File: src/rtl/regfile_read_port_unit_if.sv
// Register-file access bus between decode/writeback (master) and the register file (slave).
//   reg_write_i, write_register_i, write_data_i : write port driven by writeback
//   read_enN_i, read_registerN_i                : read requests from decode, ports 1 and 2
//   read_dataN_o, read_validN_o                 : registered read results, one cycle later
interface regfile_read_port_unit_if #(
    parameter int unsigned N_BITS    = 32,
    parameter int unsigned ADDR_BITS = 5
);
    logic                 reg_write_i;
    logic [ADDR_BITS-1:0] write_register_i;
    logic [N_BITS-1:0]    write_data_i;
    logic                 read_en1_i;
    logic [ADDR_BITS-1:0] read_register1_i;
    logic                 read_en2_i;
    logic [ADDR_BITS-1:0] read_register2_i;
    logic [N_BITS-1:0]    read_data1_o;
    logic                 read_valid1_o;
    logic [N_BITS-1:0]    read_data2_o;
    logic                 read_valid2_o;

    modport master (
        output reg_write_i, write_register_i, write_data_i,
        output read_en1_i, read_register1_i, read_en2_i, read_register2_i,
        input  read_data1_o, read_valid1_o, read_data2_o, read_valid2_o
    );

    modport slave (
        input  reg_write_i, write_register_i, write_data_i,
        input  read_en1_i, read_register1_i, read_en2_i, read_register2_i,
        output read_data1_o, read_valid1_o, read_data2_o, read_valid2_o
    );
endinterface

File: src/rtl/regfile_read_port_unit.sv
// MIPS register file: one write port, two independent registered read ports
// with write-to-read bypass and a hardwired $zero.
//   clk   : system clock, all state updates on the rising edge
//   reset : synchronous, active-high; restores SP/GP init values, clears the rest
//   bus   : regfile_read_port_unit_if slave modport (write port, read requests, read results)
module regfile_read_port_unit #(
    parameter int unsigned       N_BITS    = 32,
    parameter int unsigned       ADDR_BITS = 5,
    parameter int unsigned       SP_INDEX  = 29,
    parameter logic [N_BITS-1:0] SP_INIT   = N_BITS'(32'h7FFF_EFFC),
    parameter int unsigned       GP_INDEX  = 28,
    parameter logic [N_BITS-1:0] GP_INIT   = N_BITS'(32'h1000_8000)
) (
    input  logic                     clk,
    input  logic                     reset,
    regfile_read_port_unit_if.slave  bus
);
    localparam int unsigned NUM_REGS = 2 ** ADDR_BITS;

    logic [N_BITS-1:0] regs [NUM_REGS];
    logic [N_BITS-1:0] rd_val1_c;
    logic [N_BITS-1:0] rd_val2_c;
    logic              wr_active_c;

    // $zero is never written, so the stored entry at index 0 stays 0
    assign wr_active_c = bus.reg_write_i && (bus.write_register_i != '0);

    // Register storage
    always_ff @(posedge clk) begin
        if (reset) begin
            for (int unsigned i = 0; i < NUM_REGS; i++) begin
                if (i == SP_INDEX)      regs[i] <= SP_INIT;
                else if (i == GP_INDEX) regs[i] <= GP_INIT;
                else                    regs[i] <= '0;
            end
        end else if (wr_active_c) begin
            regs[bus.write_register_i] <= bus.write_data_i;
        end
    end

    // Read operand selection: $zero first, then same-cycle writeback bypass, then storage
    always_comb begin
        rd_val1_c = regs[bus.read_register1_i];
        if (bus.read_register1_i == '0) begin
            rd_val1_c = '0;
        end else if (bus.reg_write_i && (bus.write_register_i == bus.read_register1_i)) begin
            rd_val1_c = bus.write_data_i;
        end
    end

    always_comb begin
        rd_val2_c = regs[bus.read_register2_i];
        if (bus.read_register2_i == '0) begin
            rd_val2_c = '0;
        end else if (bus.reg_write_i && (bus.write_register_i == bus.read_register2_i)) begin
            rd_val2_c = bus.write_data_i;
        end
    end

    // Registered read ports; data holds when no request is made
    always_ff @(posedge clk) begin
        if (reset) begin
            bus.read_data1_o  <= '0;
            bus.read_valid1_o <= 1'b0;
            bus.read_data2_o  <= '0;
            bus.read_valid2_o <= 1'b0;
        end else begin
            bus.read_valid1_o <= bus.read_en1_i;
            bus.read_valid2_o <= bus.read_en2_i;
            if (bus.read_en1_i) bus.read_data1_o <= rd_val1_c;
            if (bus.read_en2_i) bus.read_data2_o <= rd_val2_c;
        end
    end
endmodule

File: src/flat_wrapper.sv
// flat-port wrapper written by rule: the top's interface ports become plain ports
module regfile_read_port_unit_flat 
#(
    parameter int unsigned       N_BITS    = 32,
    parameter int unsigned       ADDR_BITS = 5,
    parameter int unsigned       SP_INDEX  = 29,
    parameter logic [N_BITS-1:0] SP_INIT   = N_BITS'(32'h7FFF_EFFC),
    parameter int unsigned       GP_INDEX  = 28,
    parameter logic [N_BITS-1:0] GP_INIT   = N_BITS'(32'h1000_8000)
)
  (clk, reset, bus_reg_write_i, bus_write_register_i, bus_write_data_i, bus_read_en1_i, bus_read_register1_i, bus_read_en2_i, bus_read_register2_i, bus_read_data1_o, bus_read_valid1_o, bus_read_data2_o, bus_read_valid2_o);
  regfile_read_port_unit_if #(.N_BITS(N_BITS), .ADDR_BITS(ADDR_BITS)) bus_i ();
  input  logic clk;
  input  logic reset;
  input wire logic [$bits(bus_i.reg_write_i)-1:0] bus_reg_write_i;
  input wire logic [$bits(bus_i.write_register_i)-1:0] bus_write_register_i;
  input wire logic [$bits(bus_i.write_data_i)-1:0] bus_write_data_i;
  input wire logic [$bits(bus_i.read_en1_i)-1:0] bus_read_en1_i;
  input wire logic [$bits(bus_i.read_register1_i)-1:0] bus_read_register1_i;
  input wire logic [$bits(bus_i.read_en2_i)-1:0] bus_read_en2_i;
  input wire logic [$bits(bus_i.read_register2_i)-1:0] bus_read_register2_i;
  output wire logic [$bits(bus_i.read_data1_o)-1:0] bus_read_data1_o;
  output wire logic [$bits(bus_i.read_valid1_o)-1:0] bus_read_valid1_o;
  output wire logic [$bits(bus_i.read_data2_o)-1:0] bus_read_data2_o;
  output wire logic [$bits(bus_i.read_valid2_o)-1:0] bus_read_valid2_o;
  assign bus_i.reg_write_i = bus_reg_write_i;
  assign bus_i.write_register_i = bus_write_register_i;
  assign bus_i.write_data_i = bus_write_data_i;
  assign bus_i.read_en1_i = bus_read_en1_i;
  assign bus_i.read_register1_i = bus_read_register1_i;
  assign bus_i.read_en2_i = bus_read_en2_i;
  assign bus_i.read_register2_i = bus_read_register2_i;
  assign bus_read_data1_o = bus_i.read_data1_o;
  assign bus_read_valid1_o = bus_i.read_valid1_o;
  assign bus_read_data2_o = bus_i.read_data2_o;
  assign bus_read_valid2_o = bus_i.read_valid2_o;
  regfile_read_port_unit #(.N_BITS(N_BITS), .ADDR_BITS(ADDR_BITS), .SP_INDEX(SP_INDEX), .SP_INIT(SP_INIT), .GP_INDEX(GP_INDEX), .GP_INIT(GP_INIT)) u_core (.clk(clk), .reset(reset), .bus(bus_i));
endmodule
File: config.mk
export PLATFORM = sky130hd
export DESIGN_NAME = regfile_read_port_unit_flat
export DESIGN_NICKNAME = d
export VERILOG_FILES = /design/src/rtl/regfile_read_port_unit_if.sv /design/src/rtl/regfile_read_port_unit.sv /design/src/flat_wrapper.sv
export SDC_FILE = /design/constraint.sdc
export NUM_CORES = 2
export LEC_CHECK = 0
export CAP_MARGIN = 30
export CORE_ASPECT_RATIO = 1.25
export CORE_MARGIN = 2
export CORE_UTILIZATION = 57
export CTS_CLUSTER_DIAMETER = 150
export DETAILED_ROUTE_END_ITERATION = 8
export PLACE_DENSITY = 0.79
export RECOVER_POWER = 50
export SLEW_MARGIN = 40
export SYNTH_ARGS = -nofsm -noshare
export SYNTH_HDL_FRONTEND = slang
export SYNTH_SLANG_ARGS = --single-unit
File: constraint.sdc
create_clock -name clk -period 2.8 [get_ports clk]
set_input_delay 0.84 -clock clk [delete_from_list [all_inputs] [get_ports clk]]
set_output_delay 0.84 -clock clk [all_outputs]
set_load 0.05 [all_outputs]
==> tab_implementation.tex <==
\begin{tabular}{lr}
\hline
Metric & Value \\
\hline
\multicolumn{2}{l}{\textbf{Status}} \\
\quad Result of the run & complete, but fails checks \\
\quad Violated checks & setup timing \\
\multicolumn{2}{l}{\textbf{Place}} \\
\quad Post-Place Setup Slack & -0.389 ns \\
\quad Number of port buffers & 117 \\
\quad Number of instances in the placed design & 5289 \\
\quad Gpl congestion & 0.970 \\
\quad DP HPWL & 132000 um \\
\multicolumn{2}{l}{\textbf{Routing}} \\
\quad Routed vias/inst & 7.23 \\
\quad Via Count & 39800 \\
\quad Post-DRT Antenna Nets & 0 \\
\quad DRT iter0 DRCs & 6773 \\
\quad Total Routed Length & 200000 um \\
\quad DRC viols & 0 \\
\quad 1st-pass router iterations & 6 \\
\quad Drt wl/cell & 36.3 um \\
\multicolumn{2}{l}{\textbf{Flow run}} \\
\quad Number of max-cap violations & 0 \\
\multicolumn{2}{l}{\textbf{Die}} \\
\quad Die width & 287 um \\
\quad Core region area & 99100 um\^{}2 \\
\quad Number of rows in the core area & 129 \\
\quad Initial cell density of the core & 0.576 \\
\quad Top Ports & 118 \\
\quad Die Footprint & 103000 um\^{}2 \\
\quad Floorplan die height & 358 um \\
\multicolumn{2}{l}{\textbf{Setup path}} \\
\quad Cell chain of the critical path & clkbuf\_1 -> clkbuf\_2 -> or2\_0 -> clkbuf\_4 \\
\quad Crit path buf inv count & 3 \\
\quad Top delay family on crit path & buffers and inverters \\
\quad Critical path type & in2reg \\
\quad Worst endpoint data arrival time & 3.21 ns \\
\quad Cell with the largest stage delay on the worst path & sky130\_fd\_sc\_hd\_\_clkbuf\_2 \\
\quad Crit start category & primary input \\
\quad Element type at the critical path end & register \\
\quad Biggest cell delay along the critical path & 0.98 ns \\
\quad Maximum fanout encountered on the critical timing path & 28 \\
\quad Crit path required time & 3.16 ns \\
\multicolumn{2}{l}{\textbf{CTS}} \\
\quad H-tree lvl count & 3 \\
\quad Root Buffer Master & sky130\_fd\_sc\_hd\_\_clkbuf\_16 \\
\quad Deepest clock path buffer count & 3 \\
\quad Reg clk slew, reported paths & 0.07 ns \\
\quad Later-pin clock latency in the skew report & 0.74 ns \\
\quad Number of buffers inserted during clock tree synthesis & 104 \\
\quad TritonCTS clock tree & built \\
\quad Sink count of the clock tree & 1090 \\
\multicolumn{2}{l}{\textbf{Logic synthesis}} \\
\quad Post-synth EDFFs & 1024 \\
\quad Count of different cell masters after synthesis & 48 \\
\quad Post-synthesis share of cell area spent on full adders, half adders and majority gates & 0 \\
\quad Top-area cell type share of the netlist area & 0.538 \\
\quad Ranking of synthesized cells by area & sky130\_fd\_sc\_hd\_\_edfxtp\_1 54\%, sky130\_fd\_sc\_hd\_\_mux4\_2 19\%, sky130\_fd\_sc\_hd\_\_and2\_1 11\% \\
\quad Share of the synthesized area in compound gates (AO/OA/AOI/OAI) & 0.0373 \\
\quad Mean instance size in the synthesized netlist & 15.2 um\^{}2 \\
\quad FF+latch count, synth & 1090 \\
\quad Synth Area in XOR/XNOR & 0.00153 \\
\quad Most frequent cell after synthesis & sky130\_fd\_sc\_hd\_\_edfxtp\_1 \\
\quad Proportion of synthesized chip area in sequential cells & 0.561 \\
\quad Main combinational cell family by area after synthesis & multiplexers \\
\quad Multiplexer fraction of the synthesized cell area & 0.237 \\
\quad Simple logic cell fraction of the synthesized area & 0.132 \\
\quad Most frequently used flop master after synthesis & sky130\_fd\_sc\_hd\_\_edfxtp\_1 \\
\quad Dominant cell type by area after synthesis & sky130\_fd\_sc\_hd\_\_edfxtp\_1 \\
\quad Post-Synthesis Cells & 3767 \\
\quad Synth cell count leaders & 1024 x sky130\_fd\_sc\_hd\_\_edfxtp\_1, 965 x sky130\_fd\_sc\_hd\_\_and2\_1, 490 x sky130\_fd\_sc\_hd\_\_mux4\_2 \\
\quad Post-synthesis instance area & 57100 um\^{}2 \\
\quad Synth warnings & 0 \\
\quad Share of async-settable or async-resettable flops after synthesis & 0 \\
\multicolumn{2}{l}{\textbf{Power and ir drop}} \\
\quad Total design power & 39.6 mW \\
\quad Power per cell area & 593 nW/um\^{}2 \\
\quad IR Drop Worst-Case VDD & 0.000464 V \\
\quad Static leakage & 23.7 nW \\
\multicolumn{2}{l}{\textbf{Cells and area}} \\
\quad Synth-to-layout area growth & 16.9\% \\
\quad Share of cells above drive strength 1 & 0.284 \\
\quad Number of fill cells in the layout & 6560 \\
\quad Total Nets Final & 4137 \\
\quad Post-layout instance count excluding filler cells & 5505 \\
\multicolumn{2}{l}{\textbf{Global routing}} \\
\quad Congestion Overflow GR & 0 \\
\quad GRT Util Overall & 0.391 \\
\quad Number of antenna violations at the first check in global routing & 20 \\
\quad Number of global-route vias before repair & 39900 \\
\quad Wire length of the first global-routing pass & 281000 um \\
\quad Largest net degree at the start of global routing & 53 \\
\multicolumn{2}{l}{\textbf{STA}} \\
\quad Slew of the pin with the lowest slew margin & 1.24 ns \\
\quad Setup-violating endpoint count in the final report & 120 \\
\quad Min cycle time layout & 2.85 ns \\
\quad Count of final hold-check violations & 0 \\
\quad Smallest setup slack after layout & -0.0522 ns \\
\quad Period utilisation layout & 1.02 \\
\quad Max Transition Viols Final & 0 \\
\quad RSZ-0062 raised after global routing & no \\
\quad Largest clock skew in the final design & 0.0298 ns \\
\quad Headroom to the max-slew limit & 0.175 \\
\quad FMAX & 0.351 GHz \\
\multicolumn{2}{l}{\textbf{Min path}} \\
\quad Hold Crit Class & reg2reg \\
\hline
\end{tabular}
-- placed cells by master (no fill, tap or decap), types with 10 or more instances in the layout --
cell	count
sky130_fd_sc_hd__edfxtp_1	1024
sky130_fd_sc_hd__and2_1	743
sky130_fd_sc_hd__mux4_2	490
sky130_fd_sc_hd__buf_4	243
sky130_fd_sc_hd__and2_0	222
sky130_fd_sc_hd__mux2i_1	206
sky130_fd_sc_hd__buf_12	119
sky130_fd_sc_hd__clkbuf_16	106
sky130_fd_sc_hd__a22oi_1	76
sky130_fd_sc_hd__clkdlybuf4s50_1	69
sky130_fd_sc_hd__dfxtp_1	66
sky130_fd_sc_hd__clkbuf_1	50
sky130_fd_sc_hd__nand2_1	46
sky130_fd_sc_hd__or3_1	45
sky130_fd_sc_hd__clkbuf_2	44
sky130_fd_sc_hd__o21ai_0	41
sky130_fd_sc_hd__o211ai_1	41
sky130_fd_sc_hd__mux2_2	40
sky130_fd_sc_hd__nand2b_1	37
sky130_fd_sc_hd__dlygate4sd2_1	34
sky130_fd_sc_hd__conb_1	32
sky130_fd_sc_hd__nor2_1	28
sky130_fd_sc_hd__a211oi_1	26
sky130_fd_sc_hd__clkinv_2	25
sky130_fd_sc_hd__diode_2	23
sky130_fd_sc_hd__nor2b_1	23
sky130_fd_sc_hd__or2_2	23
sky130_fd_sc_hd__o22ai_1	22
sky130_fd_sc_hd__a22o_1	17
sky130_fd_sc_hd__clkbuf_4	17
sky130_fd_sc_hd__nor2_4	16
sky130_fd_sc_hd__a221o_1	15
sky130_fd_sc_hd__a2111oi_0	15
sky130_fd_sc_hd__nor3b_1	13
sky130_fd_sc_hd__a21oi_1	12
sky130_fd_sc_hd__bufinv_16	12
sky130_fd_sc_hd__xnor2_1	10
sky130_fd_sc_hd__clkbuf_8	10
-- routing by layer --
metal | track usage | vias to the layer above | part of all wire
met2 | 0.609 | 3934 | 0.46
li1 | - | 15100 | -
met5 | 0.00278 | - | 0.00035
met1 | 0.465 | 19700 | 0.31
met4 | 0.286 | 8 | 0.084
met3 | 0.118 | 1023 | 0.14
-- metrics by stage --
step	util	cell area [um^2]	hold WS, ns	setup TNS, ns
2_1_floorplan	-	57300	0.790	0
5_1_grt	0.674	66700	0.537	0
3_3_place_gp	0.646	64000	0.479	-171.59
6_report	0.674	66800	0.496	-2.19
3_5_place_dp	0.647	64100	0.483	-220.44
4_1_cts	0.682	67600	0.506	0
-- repair_timing --
action | in CTS | in global routing
resized for setup | 34 | 2
setup endpoints to repair | 34 | 2
buffers inserted | 0 | 0
hold buffers | 0 | 0
-- worst min-delay path, stage by stage (launching register included) --
cell and delay, ns:
sky130_fd_sc_hd__dfxtp_1 0.33, sky130_fd_sc_hd__a22oi_1 0.06, sky130_fd_sc_hd__o211ai_1 0.07
-- where the power goes --
part / leakage (nW) / switching (mW) / internal, mW
Combinational: 11.6 / 2.98 / 2.42
Sequential: 10.3 / 0.618 / 18.7
Clock: 1.74 / 6.47 / 8.34
Total: 23.7 / 10.1 / 29.5
-- state kept, by name, summed over array words and instances, names as in the netlist --
signal / flops
u_core.bus.read_valid1_o: 1
u_core.bus.read_data1_o: 32
u_core.bus.read_data2_o: 32
u_core.bus.read_valid2_o: 1
u_core.regs: 1024
-- cell families (layout without fill, tap and decap cells) --
kind of cell | count (synthesis) | in the layout
and+or+nand+nor | 1234 | 1234
DFF | 1090 | 1090
muxes | 736 | 736
buffers and inverters | 404 | 778
AOI/OAI and AO/OA | 292 | 292
xor gates and xnor gates | 10 | 10
other | 1 | 55
-- final timing paths --
path	start	endpoint	slack, ns	cells past startpoint
max	reset	u_core.regs[25][21]$_SDFFCE_PN0P_	-0.05	4
min	u_core.bus.read_data1_o[6]$_SDFFE_PP0P_	u_core.bus.read_data1_o[6]$_SDFFE_PP0P_	0.50	2
max reg2reg	u_core.regs[26][14]$_SDFFCE_PN0P_	u_core.bus.read_data2_o[14]$_SDFFE_PP0P_	0.42	6
min reg2reg	u_core.bus.read_data1_o[6]$_SDFFE_PP0P_	u_core.bus.read_data1_o[6]$_SDFFE_PP0P_	0.50	2
-- area by class of cell --
type	count	area (um^2)	area share
clock inverter	64	704	0.0105
tap	1310	1640	0.0245
antenna	23	57.6	0.000862
sequential	1090	32100	0.480
inverter	2	7.51	0.000112
clock buffer	129	2840	0.0425
timing repair buffer	583	5910	0.0885
multi-input combinational	2304	23600	0.353
(Power assumes the default switching activity.)
